## src/rtl/appx_pkg.sv

```systemverilog
// Shared types and constants for the approximate MAC accumulator.
package appx_pkg;

   localparam int unsigned PROD_W = 32;

   typedef enum logic {
      StAccum = 1'b0,
      StHold  = 1'b1
   } state_e;

endpackage

```

## src/rtl/appx_sat_add.sv

```systemverilog
// Unsigned adder reporting carry-out; clamps to all-ones when APPX_MAC_SAT_EN is defined,
// otherwise wraps modulo 2^W.
module appx_sat_add
   import appx_pkg::*;
#(
   parameter int unsigned W = 40
) (
   input  logic [W-1:0] a,
   input  logic [W-1:0] b,
   output logic [W-1:0] sum,
   output logic         carry
);

   logic [W:0] full;

   always_comb begin
      full  = {1'b0, a} + {1'b0, b};
      carry = full[W];
`ifdef APPX_MAC_SAT_EN
      sum   = carry ? {W{1'b1}} : full[W-1:0];
`else
      sum   = full[W-1:0];
`endif
   end

endmodule

```

## src/rtl/appx_mac_acc.sv

```systemverilog
// Dot-product accumulator: sums a vector of products, then holds the result until consumed.
// Optional saturation instead of wrap-around is enabled by defining APPX_MAC_SAT_EN.
module appx_mac_acc
   import appx_pkg::*;
#(
   parameter int unsigned ACC_W = 40,
   parameter int unsigned CNT_W = 8
) (
   input  logic              clk,
   input  logic              rst,
   input  logic              in_valid,
   output logic              in_ready,
   input  logic [PROD_W-1:0] in_prod,
   input  logic              in_last,
   output logic              out_valid,
   input  logic              out_ready,
   output logic [ACC_W-1:0]  out_sum,
   output logic [CNT_W-1:0]  out_count,
   output logic              out_ovf
);

   state_e             state_q;
   logic [ACC_W-1:0]   acc_q;
   logic [CNT_W-1:0]   cnt_q;
   logic               ovf_q;
   logic [ACC_W-1:0]   prod_ext;
   logic [ACC_W-1:0]   add_sum;
   logic               add_carry;

   assign prod_ext = ACC_W'(in_prod);

   appx_sat_add #(
      .W(ACC_W)
   ) u_add (
      .a    (acc_q),
      .b    (prod_ext),
      .sum  (add_sum),
      .carry(add_carry)
   );

   // Handshake flags decode the state register only, so no input reaches an output.
   assign in_ready  = (state_q == StAccum);
   assign out_valid = (state_q == StHold);
   assign out_sum   = acc_q;
   assign out_count = cnt_q;
   assign out_ovf   = ovf_q;

   always_ff @(posedge clk) begin
      if (rst) begin
         state_q <= StAccum;
         acc_q   <= '0;
         cnt_q   <= '0;
         ovf_q   <= 1'b0;
      end else begin
         unique case (state_q)
            StAccum: begin
               if (in_valid) begin
                  acc_q <= add_sum;
                  ovf_q <= ovf_q | add_carry;
                  if (cnt_q != {CNT_W{1'b1}}) cnt_q <= cnt_q + CNT_W'(1);
                  if (in_last) state_q <= StHold;
               end
            end
            StHold: begin
               if (out_ready) begin
                  state_q <= StAccum;
                  acc_q   <= '0;
                  cnt_q   <= '0;
                  ovf_q   <= 1'b0;
               end
            end
            default: state_q <= StAccum;
         endcase
      end
   end

endmodule

```

## config.mk

```make
export PLATFORM = sky130hd
export DESIGN_NAME = appx_mac_acc
export DESIGN_NICKNAME = d
export VERILOG_FILES = /design/src/rtl/appx_pkg.sv /design/src/rtl/appx_sat_add.sv /design/src/rtl/appx_mac_acc.sv
export SDC_FILE = /design/constraint.sdc
export NUM_CORES = 1
export LEC_CHECK = 0
export ABC_AREA = 1
export CORE_MARGIN = 2
export CORE_UTILIZATION = 52
export DETAILED_ROUTE_END_ITERATION = 7
export HOLD_SLACK_MARGIN = 0.15
export PLACE_DENSITY = 0.82
export SLEW_MARGIN = 20
export SYNTH_ARGS = -nofsm -noshare
export SYNTH_HDL_FRONTEND = slang
export SYNTH_SLANG_ARGS = --single-unit
```

## constraint.sdc

```tcl
create_clock -name clk -period 4.23 [get_ports clk]
set_clock_uncertainty 0.2 [all_clocks]
set_input_delay 1.0575 -clock clk [delete_from_list [all_inputs] [get_ports clk]]
set_output_delay 1.0575 -clock clk [all_outputs]
set_load 0.05 [all_outputs]
```

==> metrics.md <==
| Metric | Value |
|---|---|
| Synthesized flop and latch total | 50 |
| Post-route cell area | 0.00594 mm2 |
| Wire per inst | about 14 um |
| Worst reg2reg startpoint | out_sum[0]$_SDFFE_PP0P_ |
| Die Footprint | about 0.01 mm2 |
| GR Util All Layers | 0.301 |
| Synth async-reset ratio | 0 |
| Period utilization | 0.741 |
| Hold wc startpoint | out_ovf$_SDFFE_PP0P_ |
| Area Overhead vs Synth | 22.0% |
| FF-to-FF setup slack | around 1900 ps |
| Antenna violations before repair | 0 |
| Die width | between 100 and 150 um |
| Clock tree buffer depth | 2 |
| Vias/cell | 5.27 |
| RR Endpoint | out_sum[20]$_SDFFE_PP0P_ |
| Vias in the first global route | 5,160 |
| VDD IR-drop max | roughly 0.16 mV |
| Inserted Diodes | 0 |
| Req. time, crit path | around 4300 ps |
| Top_reg_cell synth | dfxtp_1 |
| Detailed Routing Iterations Pass 1 | 7 |
| RSZ-0062 raised after global routing | false |
| Syn avg cell area | 5.60 um2 |
| TritonCTS clock tree | built |
| Critical path's slowest cell | fa_1 |
| DRC Markers | 0 |
| Kind of start point of the critical path | input port |
| Vias | roughly 5,600 |
| FF+latch area | about 0.001 mm2 |
| Worst Reg2Reg Path Length in Cells | 13 |
| CTS Hold Bufs | 0 |
| Worst skew pair latency | between 300 and 400 ps |
| Register area share after synthesis | 0.206 |
| Final Max Slew Viols | 0 |
| Worst Tran Pin Value | approximately 520 ps |
| Setup CP Type | in2reg |
| Post-cts resize count | 0 |
| Rows | 35 |
| Fillers | around 900 |
| Initial cell density of the core | 0.532 |
| Multi-input logic area | 0.00324 mm2 |
| Max-cap violations | 0 |
| Min-Delay Path Depth | 2 |
| Post-synth EDFFs | 0 |
| Fraction of final layout cells sized beyond drive strength 1 | 0.0732 |
| Net count reported at finish | between 1,000 and 1,500 |
| # setup viols final | 0 |
| Hold Fails Final Rpt | 0 |
| Post-Syn Area | 0.00487 mm2 |
| Util after Layout | 0.649 |
| Rel. slew slack | 0.650 |
| PortBufs | a little under 90 |
| DP Wirelength | between 10,000 and 15,000 um |
| Worst Path Arrival | about 3200 ps |
| Clock-pin slew on the worst setup and hold paths | about 110 ps |
| Die Y-Extent | slightly above 100 um |
| DP Area | slightly below 0.006 mm2 |
| Distinct cells, synth | 33 |
| Result of the run | complete, no violations |
| Most common cell after layout, fill and taps aside | nand2_1 |
| WHS Endpoint | out_ovf$_SDFFE_PP0P_ |
| Clock sinks | 50 |
| Post-CTS Setup Bufs | 0 |
| Core Area | ~0.0092 mm2 |
| Critical path's largest stage delay | between 400 and 500 ps |
| Clk Tree Root Cell | clkbuf_8 |
| Antenna-violating nets left | 0 |
| CP max FO | 5 |
| Class of the worst hold path | reg2reg |
| Most frequent cells in the layout | nand2_1, inv_1, clkdlybuf4s50_1, a21oi_1, nor2_1 |
| Post-Syn Nets | 940 |
| Cell Pwr Density | 280 mW/mm2 |
| Critical Path Sink Type | flop |
| Global-route wire length before repair | 24,300 um |
| Fin Setup TNS | 0 ps |
| Cell-by-cell trace of the critical path | clkdlybuf4s50_1, ha_1, fa_1, nand3_1, nand3_2, nand2_1, nand2_2, nand2_1, nand2_1, nand2_1, nand2_1, nand2_1, nand3_1, a21oi_1 |
| Total wire length | between 10,000 and 15,000 um |
| Gr ovfl total | 0 |
| Leak | 2.96 nW |
| Ports | 88 |
| Placer congestion estimate | a little under 1 |
| CP dominant cell by count | nand2_1 |
| Crit path max-delay family | simple AND/OR/NAND/NOR gates |
| Pin count of the biggest net entering global routing | 36 |
| H-tree levels | 2 |
| DR iter-0 viols | approximately 370 |
| Yosys warns | 0 |
| Number of buffers created by CTS | 5 |
| CP bufs+invs | 1 |
| Cells after synthesis | roughly 870 |
| Final min period | about 3100 ps |
| Fmax | around 320 MHz |
[state kept, by name (all words and copies together) (netlist names)]
| signal | count |
|---|---|
| out_count | 8 |
| out_ovf | 1 |
| out_sum | 40 |
| out_valid | 1 |
[cell usage after synthesis (2+ instances only)]
| cell type | instances | area share |
|---|---|---|
| nand2_1 | 329 | 0.25 |
| inv_1 | 139 | 0.11 |
| a21oi_1 | 77 | 0.079 |
| nor2_1 | 66 | 0.051 |
| nand3_1 | 52 | 0.053 |
| dfxtp_1 | 50 | 0.21 |
| ha_1 | 33 | 0.085 |
| nand2_2 | 22 | 0.028 |
| o21ai_0 | 16 | 0.016 |
| nand3b_1 | 11 | 0.017 |
| inv_2 | 9 | 0.0069 |
| nand4_1 | 8 | 0.010 |
| nor2_2 | 8 | 0.010 |
| buf_2 | 5 | 0.0051 |
| clkbuf_1 | 4 | 0.0031 |
| nand3_2 | 4 | 0.0082 |
| nor3_2 | 4 | 0.0082 |
| o21bai_1 | 4 | 0.0062 |
| a21oi_2 | 3 | 0.0054 |
| clkinv_1 | 3 | 0.0023 |
| nor3_1 | 3 | 0.0031 |
| or2_2 | 3 | 0.0039 |
| a21o_1 | 2 | 0.0031 |
| inv_4 | 2 | 0.0026 |
| nand2_4 | 2 | 0.0046 |
| nor2_4 | 2 | 0.0046 |
| or2_1 | 2 | 0.0026 |
[per-layer routing]
layer,vias to the layer above,GRT usage,routed length [um]
li1,2878,-,-
met1,2500,0.395,6660
met2,211,0.502,6710
met3,31,0.0513,1100
met4,0,0.0938,342
met5,-,0,0
[power by group]
part           switching (W)  internal (W)
clock network       0.000197      0.000123
registers          0.0000320      0.000508
logic               0.000536      0.000269
[worst min-delay path, stage by stage, from the launching register on]
cell and delay, ps:
dfxtp_1 330, inv_1 40, a21oi_1 50
[layout make-up]
cell class | instances | area share
clock inverters | 3 | 0.00442
repair buffers | 89 | 0.149
inverters | 153 | 0.0976
well taps | 111 | 0.0234
flip-flops and latches | 50 | 0.169
clock buffers | 5 | 0.0116
multi-input cells | 656 | 0.545
[metrics by stage]
step,cells,setup WS (ps),power [W],hold WS (ps)
after global placement,1059,835,0.00134,243
after floorplan,869,1380,0.00111,467
after global routing,1067,927,0.00177,294
after detailed placement,1059,773,0.00134,248
final,1067,1100,0.00166,259
after CTS,1067,1120,0.00166,265
[logic make-up (layout without fill, tap and decap cells)]
kind of cell    count (synthesis)  count (layout)  share of synthesized area
buf+inv                       163             250                      0.129
xor+xnor                        1               1                    0.00180
compound gates                104             104                      0.114
simple gates                  517             517                      0.461
fa+ha+maj                      34              34                     0.0890
flops                          50              50                      0.206
[worst max path at each step]
stage                    start                       end  slack [ps]  depth (start not counted)
global placement    in_prod[0]  out_sum[14]$_SDFFE_PP0P_         830                         12
detailed placement  in_prod[0]  out_sum[14]$_SDFFE_PP0P_         770                         12
global route        in_prod[0]  out_sum[26]$_SDFFE_PP0P_         930                         14
finish              in_prod[0]  out_sum[20]$_SDFFE_PP0P_        1100                         14
CTS                 in_prod[0]  out_sum[14]$_SDFFE_PP0P_        1120                         12
floorplan           in_prod[0]  out_sum[14]$_SDFFE_PP0P_        1380                         11
Power figures use the tool's default switching activity.
